==> src/rtl/imem_boot_loader_pkg.sv <==
// Shared constants for the RISC core and its program-load path.
// Also holds the boot-loader state encoding.
package imem_boot_loader_pkg;

  localparam int XLEN = 32;
  localparam int ILEN = 32;
  localparam logic [6:0] OPC_OP_IMM = 7'b0010011;
  localparam logic [6:0] OPC_OP     = 7'b0110011;

  localparam int BOOT_HDR_BYTES = 2;
  localparam int BYTES_PER_WORD = 4;

  typedef enum logic [2:0] {
    HDR_LO,
    HDR_HI,
    DATA,
    CHK,
    DONE,
    ERROR
  } boot_state_t;

  function automatic logic is_loading(boot_state_t s);
    return (s == HDR_LO) || (s == HDR_HI) || (s == DATA) || (s == CHK);
  endfunction

endpackage

==> src/rtl/imem_boot_loader_word_assembler.sv <==
// Packs a little-endian byte stream into 32-bit words; the completed word
// is presented combinationally alongside the 4th byte.
module imem_boot_loader_word_assembler
  import imem_boot_loader_pkg::*;
(
  input  logic        clk,
  input  logic        rst,
  input  logic        clear,
  input  logic        byte_valid,
  input  logic [7:0]  byte_data,
  output logic        word_valid,
  output logic [31:0] word
);

  logic [1:0]  idx_q, idx_d;
  logic [31:0] shreg_q, shreg_d;

  // Bytes enter at the top so the first byte ends up in bits [7:0].
  always_comb begin
    idx_d   = idx_q;
    shreg_d = shreg_q;
    if (clear) begin
      idx_d   = '0;
      shreg_d = '0;
    end else if (byte_valid) begin
      idx_d   = idx_q + 2'd1;
      shreg_d = {byte_data, shreg_q[31:8]};
    end
  end

  assign word_valid = byte_valid && !clear && (idx_q == 2'(BYTES_PER_WORD - 1));
  assign word       = {byte_data, shreg_q[31:8]};

  always_ff @(posedge clk or posedge rst) begin
    if (rst) begin
      idx_q   <= '0;
      shreg_q <= '0;
    end else begin
      idx_q   <= idx_d;
      shreg_q <= shreg_d;
    end
  end

endmodule

==> src/rtl/imem_boot_loader.sv <==
// Loads a counted little-endian instruction image into IMEM, holding the core
// in reset until done. Define BOOT_CHECKSUM_EN for a trailing checksum byte.
module imem_boot_loader
  import imem_boot_loader_pkg::*;
#(
  parameter int IMEM_DEPTH_WORDS = 1024,
  parameter int IMEM_ADDR_WIDTH  = $clog2(IMEM_DEPTH_WORDS)
) (
  input  logic                       clk,
  input  logic                       rst,
  input  logic                       start,
  input  logic                       rx_valid,
  input  logic [7:0]                 rx_data,
  output logic                       rx_ready,
  output logic                       imem_we,
  output logic [IMEM_ADDR_WIDTH-1:0] imem_waddr,
  output logic [31:0]                imem_wdata,
  output logic                       cpu_rst_n,
  output logic                       busy,
  output logic                       done,
  output logic                       error,
  output logic [IMEM_ADDR_WIDTH:0]   words_loaded
);

  boot_state_t                state_q, state_d;
  logic [7:0]                 cnt_lo_q, cnt_lo_d;
  logic [IMEM_ADDR_WIDTH:0]   n_q, n_d;
  logic [IMEM_ADDR_WIDTH:0]   wl_q, wl_d;
  logic                       we_q, we_d;
  logic [IMEM_ADDR_WIDTH-1:0] waddr_q, waddr_d;
  logic [31:0]                wdata_q, wdata_d;
  logic                       cpu_rst_n_q, cpu_rst_n_d;
`ifdef BOOT_CHECKSUM_EN
  logic [7:0]                 sum_q, sum_d;
`endif

  logic        accept;
  logic        restart;
  logic        word_valid;
  logic [31:0] word;
  logic [15:0] hdr_count;

  assign rx_ready  = !rst && is_loading(state_q);
  assign accept    = rx_valid && rx_ready;
  assign hdr_count = {rx_data, cnt_lo_q};

  imem_boot_loader_word_assembler u_asm (
    .clk        (clk),
    .rst        (rst),
    .clear      (restart),
    .byte_valid (accept && (state_q == DATA)),
    .byte_data  (rx_data),
    .word_valid (word_valid),
    .word       (word)
  );

  always_comb begin
    state_d  = state_q;
    cnt_lo_d = cnt_lo_q;
    n_d      = n_q;
    wl_d     = wl_q;
    we_d     = 1'b0;
    waddr_d  = waddr_q;
    wdata_d  = wdata_q;
    restart  = 1'b0;
`ifdef BOOT_CHECKSUM_EN
    sum_d    = sum_q;
`endif
    case (state_q)
      HDR_LO: if (accept) begin
        cnt_lo_d = rx_data;
        state_d  = HDR_HI;
      end
      HDR_HI: if (accept) begin
        if (hdr_count == 16'd0 || hdr_count > 16'(IMEM_DEPTH_WORDS)) begin
          state_d = ERROR;
        end else begin
          n_d     = hdr_count[IMEM_ADDR_WIDTH:0];
          state_d = DATA;
        end
      end
      DATA: if (accept) begin
`ifdef BOOT_CHECKSUM_EN
        sum_d = sum_q + rx_data;
`endif
        if (word_valid) begin
          we_d    = 1'b1;
          waddr_d = wl_q[IMEM_ADDR_WIDTH-1:0];
          wdata_d = word;
          wl_d    = wl_q + 1'b1;
          // Leave DATA on the same edge that registers the final write.
          if (wl_q + 1'b1 == n_q) begin
`ifdef BOOT_CHECKSUM_EN
            state_d = CHK;
`else
            state_d = DONE;
`endif
          end
        end
      end
`ifdef BOOT_CHECKSUM_EN
      CHK: if (accept) begin
        state_d = (8'(sum_q + rx_data) == 8'd0) ? DONE : ERROR;
      end
`endif
      DONE, ERROR: if (start) begin
        restart = 1'b1;
        state_d = HDR_LO;
        wl_d    = '0;
`ifdef BOOT_CHECKSUM_EN
        sum_d   = '0;
`endif
      end
      default: state_d = ERROR;
    endcase
    // Release the core only after a full cycle in DONE, dropping at once on restart.
    cpu_rst_n_d = (state_q == DONE) && (state_d == DONE);
  end

  always_ff @(posedge clk or posedge rst) begin
    if (rst) begin
      state_q     <= HDR_LO;
      cnt_lo_q    <= '0;
      n_q         <= '0;
      wl_q        <= '0;
      we_q        <= 1'b0;
      waddr_q     <= '0;
      wdata_q     <= '0;
      cpu_rst_n_q <= 1'b0;
`ifdef BOOT_CHECKSUM_EN
      sum_q       <= '0;
`endif
    end else begin
      state_q     <= state_d;
      cnt_lo_q    <= cnt_lo_d;
      n_q         <= n_d;
      wl_q        <= wl_d;
      we_q        <= we_d;
      waddr_q     <= waddr_d;
      wdata_q     <= wdata_d;
      cpu_rst_n_q <= cpu_rst_n_d;
`ifdef BOOT_CHECKSUM_EN
      sum_q       <= sum_d;
`endif
    end
  end

  assign imem_we      = we_q;
  assign imem_waddr   = waddr_q;
  assign imem_wdata   = wdata_q;
  assign cpu_rst_n    = cpu_rst_n_q;
  assign busy         = is_loading(state_q);
  assign done         = (state_q == DONE);
  assign error        = (state_q == ERROR);
  assign words_loaded = wl_q;

endmodule
==> config.mk <==
export PLATFORM = sky130hd
export DESIGN_NAME = imem_boot_loader
export DESIGN_NICKNAME = d
export VERILOG_FILES = /design/src/rtl/imem_boot_loader_pkg.sv /design/src/rtl/imem_boot_loader_word_assembler.sv /design/src/rtl/imem_boot_loader.sv
export SDC_FILE = /design/constraint.sdc
export NUM_CORES = 1
export LEC_CHECK = 0
export CAP_MARGIN = 30
export CORE_UTILIZATION = 40
export DETAILED_ROUTE_END_ITERATION = 12
export HOLD_SLACK_MARGIN = 0.03
export SKIP_LAST_GASP = 1
export SLEW_MARGIN = 20
export SYNTH_ARGS = -nofsm -noshare
export SYNTH_HDL_FRONTEND = slang
export SYNTH_SLANG_ARGS = --single-unit
==> constraint.sdc <==
create_clock -name clk -period 3.7 [get_ports clk]
set_input_delay 1.11 -clock clk [delete_from_list [all_inputs] [get_ports clk]]
set_output_delay 1.11 -clock clk [all_outputs]
set_load 0.005 [all_outputs]
==> flow_metrics.py, run 1 <==
metrics = {
    "clocking": {
        "tritoncts": "built",
        "post_cts_buffers": 0,
        "clkTransAtPathRegs_ns": 0.09,
        "cts_resized": 0,
        "numCtsBuffers": 9,
        "clk_latency_ns": 0.38,
        "clock_sinks": 103,
        "htree_levels": 3,
        "cts-root-buf": "clkbuf_8",
        "clockBufferDepth": 2,
        "cts_hold_buffers": 0,
    },
    "placement": {
        "dp.cells": 668,
        "dp_hpwl_um": 6490,
        "place.gp.congestion": 0.797,
        "io_buffers": 70,
    },
    "logic_synthesis": {
        "netlist_area_sq_um": 4490,
        "synth_cells": 477,
        "ys_warn_count": 0,
        "synth_seq_area_share_pct": 57.4,
        "syn-num-nets": 491,
        "synthDistinctLibCells": 46,
        "synth-seq-cells": 103,
        "synth_top_area_share_pct": 57.4,
        "syn_area_per_cell_sq_um": 9.41,
        "yosysTopAreaCell": "dfrtp_1",
        "synthTopCellsByArea": "dfrtp_1 57%, nand2_1 16%, o21ai_0 5.2%, mux2_2 4.8%, clkbuf_1 2.0%",
    },
    "global_routing": {
        "grt_pass1_wl_um": 16600,
        "grt_max_degree": 71,
        "grt_use_total_pct": 18.5,
        "antenna_found_initial": 0,
        "grt_pass1_vias": 3250,
        "grt_overflow": 0,
    },
    "status": {
        "outcome": "finished, final reports clean",
    },
    "min_path": {
        "hp-class": "register to register",
    },
    "die": {
        "core_area_sq_um": 10900,
        "die_y_um": 108,
        "die_w_um": 108,
        "fp.dieArea_sq_um": 11700,
        "start_util_pct": 41.2,
        "io_pins": 71,
        "rows": 38,
    },
    "sta": {
        "grt_setup_unrepaired": "false",
        "fin_crit_sh_pct": 92.4,
        "final.setup_skew_ns": 0.00995,
        "slew_headroom_pct": 56.4,
        "hold_violations": 0,
        "finalSetupViolations": 0,
        "fin_setup_tns_ns": 0,
        "drv_slew": 0,
        "fmax_mhz": 292,
        "layout_min_cycle_time_ns": 3.42,
        "holdWs_ns": 0.477,
        "worstMarginPinSlew_ns": 0.651,
    },
    "final_layout": {
        "drive_gt1_share_pct": 9.39,
        "final_cell_mix": "189 x nand2_1, 103 x dfrtp_1, 70 x clkdlybuf4s50_1",
        "synthToLayoutAreaGrowth_pct": 23.0,
        "fin_cells": 683,
        "final_nets": 553,
        "final_common_cell": "nand2_1",
        "n_antenna_cell": 0,
        "post-route-util_pct": 50.7,
    },
    "setup_path": {
        "critPathArrivalTime_ns": 2.31,
        "crit_type": "input port to output port",
        "required_ns": 2.59,
        "cp-start-kind": "input port",
        "end_kind": "output port",
        "critPathMaxFanout": 3,
    },
    "detailed_routing": {
        "wl_um": 9770,
        "drtIter0Drc": 154,
        "ant_nets": 0,
        "firstDrtPassIters": 4,
        "via_per_inst": 5.02,
        "wl_per_cell_um": 14.3,
        "vias": 3429,
        "drcViolationCount": 0,
    },
    "power_and_ir_drop": {
        "swShare_pct": 27.1,
        "power_frac_comb_pct": 10.3,
        "power.internal_mw": 1.55,
        "leakagePower_nw": 2.55,
        "power_density_nw_per_um2": 385,
        "pwr-share-clk_pct": 30.4,
        "seqPwrFrac_pct": 59.3,
        "peakVddDrop_mv": 0.190,
        "p_sw_mw": 0.577,
        "power_mw": 2.13,
    },
    "run": {
        "cap_violations": 0,
    },
}
## metal layers
metal | GRT usage [%] | up-vias | wire length (um)
li1 | - | 1701 | -
met1 | 26.3 | 1647 | 4880
met2 | 27.6 | 71 | 4370
met3 | 3.86 | 10 | 381
met4 | 7.05 | 0 | 142
met5 | 0 | - | 0
## cell families after synthesis
| logic type | Yosys count | synth area share (%) |
|---|---|---|
| compound gates | 64 | 8.08 |
| fa+ha+maj | 2 | 0.557 |
| flops | 103 | 57.4 |
| simple gates | 245 | 24.0 |
| xor+xnor | 11 | 2.15 |
| mux | 20 | 4.99 |
| buf+inv | 32 | 2.79 |
## synth_stat cells (all sizes together)
cell and count:
nand2 189, dfrtp 103, o21ai 47, clkbuf 24
mux2 19, nor2 12, xnor2 9, nand3 8
and2 5, nor4 5, a21oi 4, nand4 4
and3 3, buf 3, inv 3, nor3 3
o31ai 3, or4 3, and4 2, clkinv 2
ha 2, nand2b 2, nor2b 2, nor3b 2
nor4b 2, or3 2, xor2 2, a2111oi 1
a211o 1, a21o 1, a22o 1, a31oi 1
a32o 1, a41oi 1, and4b 1, mux2i 1
o221ai 1, o2bb2ai 1, o41ai 1
## through the flow
step	worst slack (ns)	area, sq um
6_report	0.281	5520
5_1_grt	0.210	5520
4_1_cts	0.277	5520
3_5_place_dp	0.290	5350
3_3_place_gp	0.288	5350
2_1_floorplan	1.05	4490
## power by group through the flow
| stage | clock (mW) | sequential [mW] | combinational [mW] |
|---|---|---|---|
| final | 0.647 | 1.26 | 0.219 |
| after global routing | 0.709 | 1.28 | 0.244 |
| after CTS | 0.667 | 1.26 | 0.222 |
| after detailed placement | 0 | 1.29 | 0.220 |
| after global placement | 0 | 1.28 | 0.217 |
| after floorplan | 0 | 1.25 | 0.166 |
## layout make-up
class	instances	area [sq um]
fill	1032	5360
sequential	103	2580
multi-input combinational	342	1790
timing repair buffer	78	786
tap	140	175
clock buffer	9	124
clock inverter	6	46.3
inverter	5	23.8
## critical path, stage by stage
cell	delay [ns]
clkdlybuf4s50_1	0.51
nor2_1	0.17
clkdlybuf4s50_1	0.52
## registers in the layout, summed over array words and instances, names as in the netlist
| register | count |
|---|---|
| imem_wdata | 32 |
| u_asm.shreg_q | 24 |
| n_q | 11 |
| words_loaded | 11 |
| imem_waddr | 10 |
| cnt_lo_q | 8 |
| state_q | 3 |
| u_asm.idx_q | 2 |
| cpu_rst_n | 1 |
| imem_we | 1 |
## worst paths after layout
path                                                  start                           to  slack, ns  cells after the start
max in group asynchronous                               rst  words_loaded[0]$_DFFE_PP0P_       1.96                      3
min in group asynchronous                               rst   imem_wdata[26]$_DFFE_PP0P_       1.11                      2
worst min-delay path              imem_waddr[2]$_DFFE_PP0P_    imem_waddr[2]$_DFFE_PP0P_       0.48                      2
worst max-delay path                                    rst                     rx_ready       0.28                      3
worst max register to register  words_loaded[0]$_DFFE_PP0P_         state_q[1]$_DFF_PP0_       1.14                      7
worst min register to register    imem_waddr[2]$_DFFE_PP0P_    imem_waddr[2]$_DFFE_PP0P_       0.48                      2
(Power assumes the default switching activity.)
==> run 2: changes to the inputs <==
- PLACE_DENSITY: not set -> 0.62
- SLEW_MARGIN: 20 -> 10
==> run 2 against run 1 <==
Compared with the run above:
- fmax is 0.33% higher
- critical endpoint unchanged
- clock skew is 0.00081 ns higher
- total power is 2.2% higher
- die area stayed put
- combinational power hardly changed
- wire length is 1.6% higher
- sequential power hardly changed
- non-clock buffer count stayed put
- utilization is 0.069 points higher
==> flow_metrics.py, run 2 (synthesis results as in run 1) <==
metrics = {
    "sta": {
        "worstMarginPinSlew_ns": 0.794,
        "fin_crit_sh_pct": 92.1,
        "finalSetupViolations": 0,
        "hold_violations": 0,
        "holdWs_ns": 0.473,
        "fin_setup_tns_ns": 0,
        "slew_headroom_pct": 47.0,
        "fmax_mhz": 293,
        "drv_slew": 0,
        "layout_min_cycle_time_ns": 3.41,
        "grt_setup_unrepaired": "false",
        "final.setup_skew_ns": 0.0108,
    },
    "setup_path": {
        "cp_num_buf_inv": 2,
        "r2r-start": "words_loaded[0]$_DFFE_PP0P_",
        "slowest_delay_ns": 0.52,
        "required_ns": 2.59,
        "crit_type": "input port to output port",
        "reg2reg_depth": 7,
        "cp-start-kind": "input port",
        "ff2ff_setup_slack_ns": 1.12,
        "critPathMaxFanout": 3,
        "cp_slowest_cell": "clkdlybuf4s50_1",
        "critPathArrivalTime_ns": 2.30,
        "path_cells": "clkdlybuf4s50_1 -> nor2_1 -> clkdlybuf4s50_1",
        "cp.depth": 3,
        "crit_top_cell": "clkdlybuf4s50_1",
        "startpoint": "rst",
        "end_kind": "output port",
        "crit_family": "buffers and inverters",
        "timing.rr.end": "state_q[1]$_DFF_PP0_",
    },
    "min_path": {
        "hp-class": "register to register",
        "min_from": "u_asm.shreg_q[11]$_DFFE_PP0P_",
        "whs_path_depth": 2,
        "min_to": "imem_wdata[3]$_DFFE_PP0P_",
    },
    "detailed_routing": {
        "drtIter0Drc": 154,
        "firstDrtPassIters": 4,
        "wl_um": 9930,
        "drcViolationCount": 0,
        "ant_nets": 0,
        "via_per_inst": 5.02,
        "vias": 3437,
        "wl_per_cell_um": 14.5,
    },
    "clocking": {
        "cts_hold_buffers": 0,
        "htree_levels": 3,
        "cts-root-buf": "clkbuf_8",
        "clockBufferDepth": 2,
        "numCtsBuffers": 9,
        "tritoncts": "built",
        "clk_latency_ns": 0.36,
        "cts_resized": 0,
        "clkTransAtPathRegs_ns": 0.09,
        "post_cts_buffers": 0,
        "clock_sinks": 103,
    },
    "final_layout": {
        "final_cell_mix": "189 x nand2_1, 103 x dfrtp_1, 70 x clkdlybuf4s50_1",
        "final_common_cell": "nand2_1",
        "synthToLayoutAreaGrowth_pct": 23.2,
        "drive_gt1_share_pct": 9.19,
        "final_nets": 553,
        "fillers": 1070,
        "largest_reg_flops": 32,
        "n_antenna_cell": 0,
    },
    "global_routing": {
        "grt_max_degree": 64,
        "antenna_found_initial": 0,
        "grt_overflow": 0,
        "grt_pass1_wl_um": 16900,
        "grt_pass1_vias": 3364,
        "grt_use_total_pct": 18.7,
    },
    "die": {
        "die_w_um": 108,
        "rows": 38,
        "fp.dieArea_sq_um": 11700,
        "start_util_pct": 41.2,
        "io_pins": 71,
        "core_area_sq_um": 10900,
        "die_y_um": 108,
    },
    "power_and_ir_drop": {
        "leakagePower_nw": 2.55,
        "power_density_nw_per_um2": 393,
        "peakVddDrop_mv": 0.247,
    },
    "placement": {
        "place.gp.congestion": 0.800,
        "io_buffers": 70,
        "dp_hpwl_um": 6540,
    },
    "run": {
        "cap_violations": 0,
    },
    "status": {
        "outcome": "finished, final reports clean",
    },
}
run 2: how the worst max path moves through the flow:
stage | to | slack, ns
after floorplan | state_q[1]$_DFF_PP0_ | 1.05
after global placement | rx_ready | 0.29
after detailed placement | rx_ready | 0.30
after CTS | rx_ready | 0.29
after global routing | rx_ready | 0.23
final | rx_ready | 0.29
run 2: worst min-delay path, delay by kind of cell (launching register included):
family / cells / cell delay, ns
flops: 1 / 0.35
simple gates: 2 / 0.10
run 2: stage by stage:
stage | total power, mW | cell area, sq um | worst slack [ns] | instances | utilization [%]
5_1_grt | 2.28 | 5530 | 0.229 | 684 | 50.8
3_5_place_dp | 1.51 | 5340 | 0.298 | 668 | 49.1
3_3_place_gp | 1.50 | 5340 | 0.288 | 668 | 49.1
6_report | 2.18 | 5530 | 0.292 | 684 | 50.8
4_1_cts | 2.20 | 5530 | 0.285 | 684 | 50.8
2_1_floorplan | 1.41 | 4490 | 1.05 | 477 | -
run 2: power by group:
part           internal (mW)  total, mW  switching [mW]
clock                  0.314      0.693           0.379
combinational          0.113      0.216           0.103
sequential              1.19       1.27          0.0742
total                   1.62       2.18           0.557
run 2: layer usage:
metal,part of all wire (%),track usage (%)
met1,51,27.6
met2,44,27.8
met4,1.1,5.77
met5,0,0
met3,3.8,3.62
run 2: cell type report:
| cell class | instances | area, sq um | share of cell area, % |
|---|---|---|---|
| multi-input cells | 342 | 1790 | 32.4 |
| clock buffers | 11 | 131 | 2.38 |
| flip-flops and latches | 103 | 2580 | 46.6 |
| clock inverters | 5 | 58.8 | 1.06 |
| well taps | 140 | 175 | 3.17 |
| inverters | 5 | 23.8 | 0.430 |
| repair buffers | 78 | 773 | 14.0 |
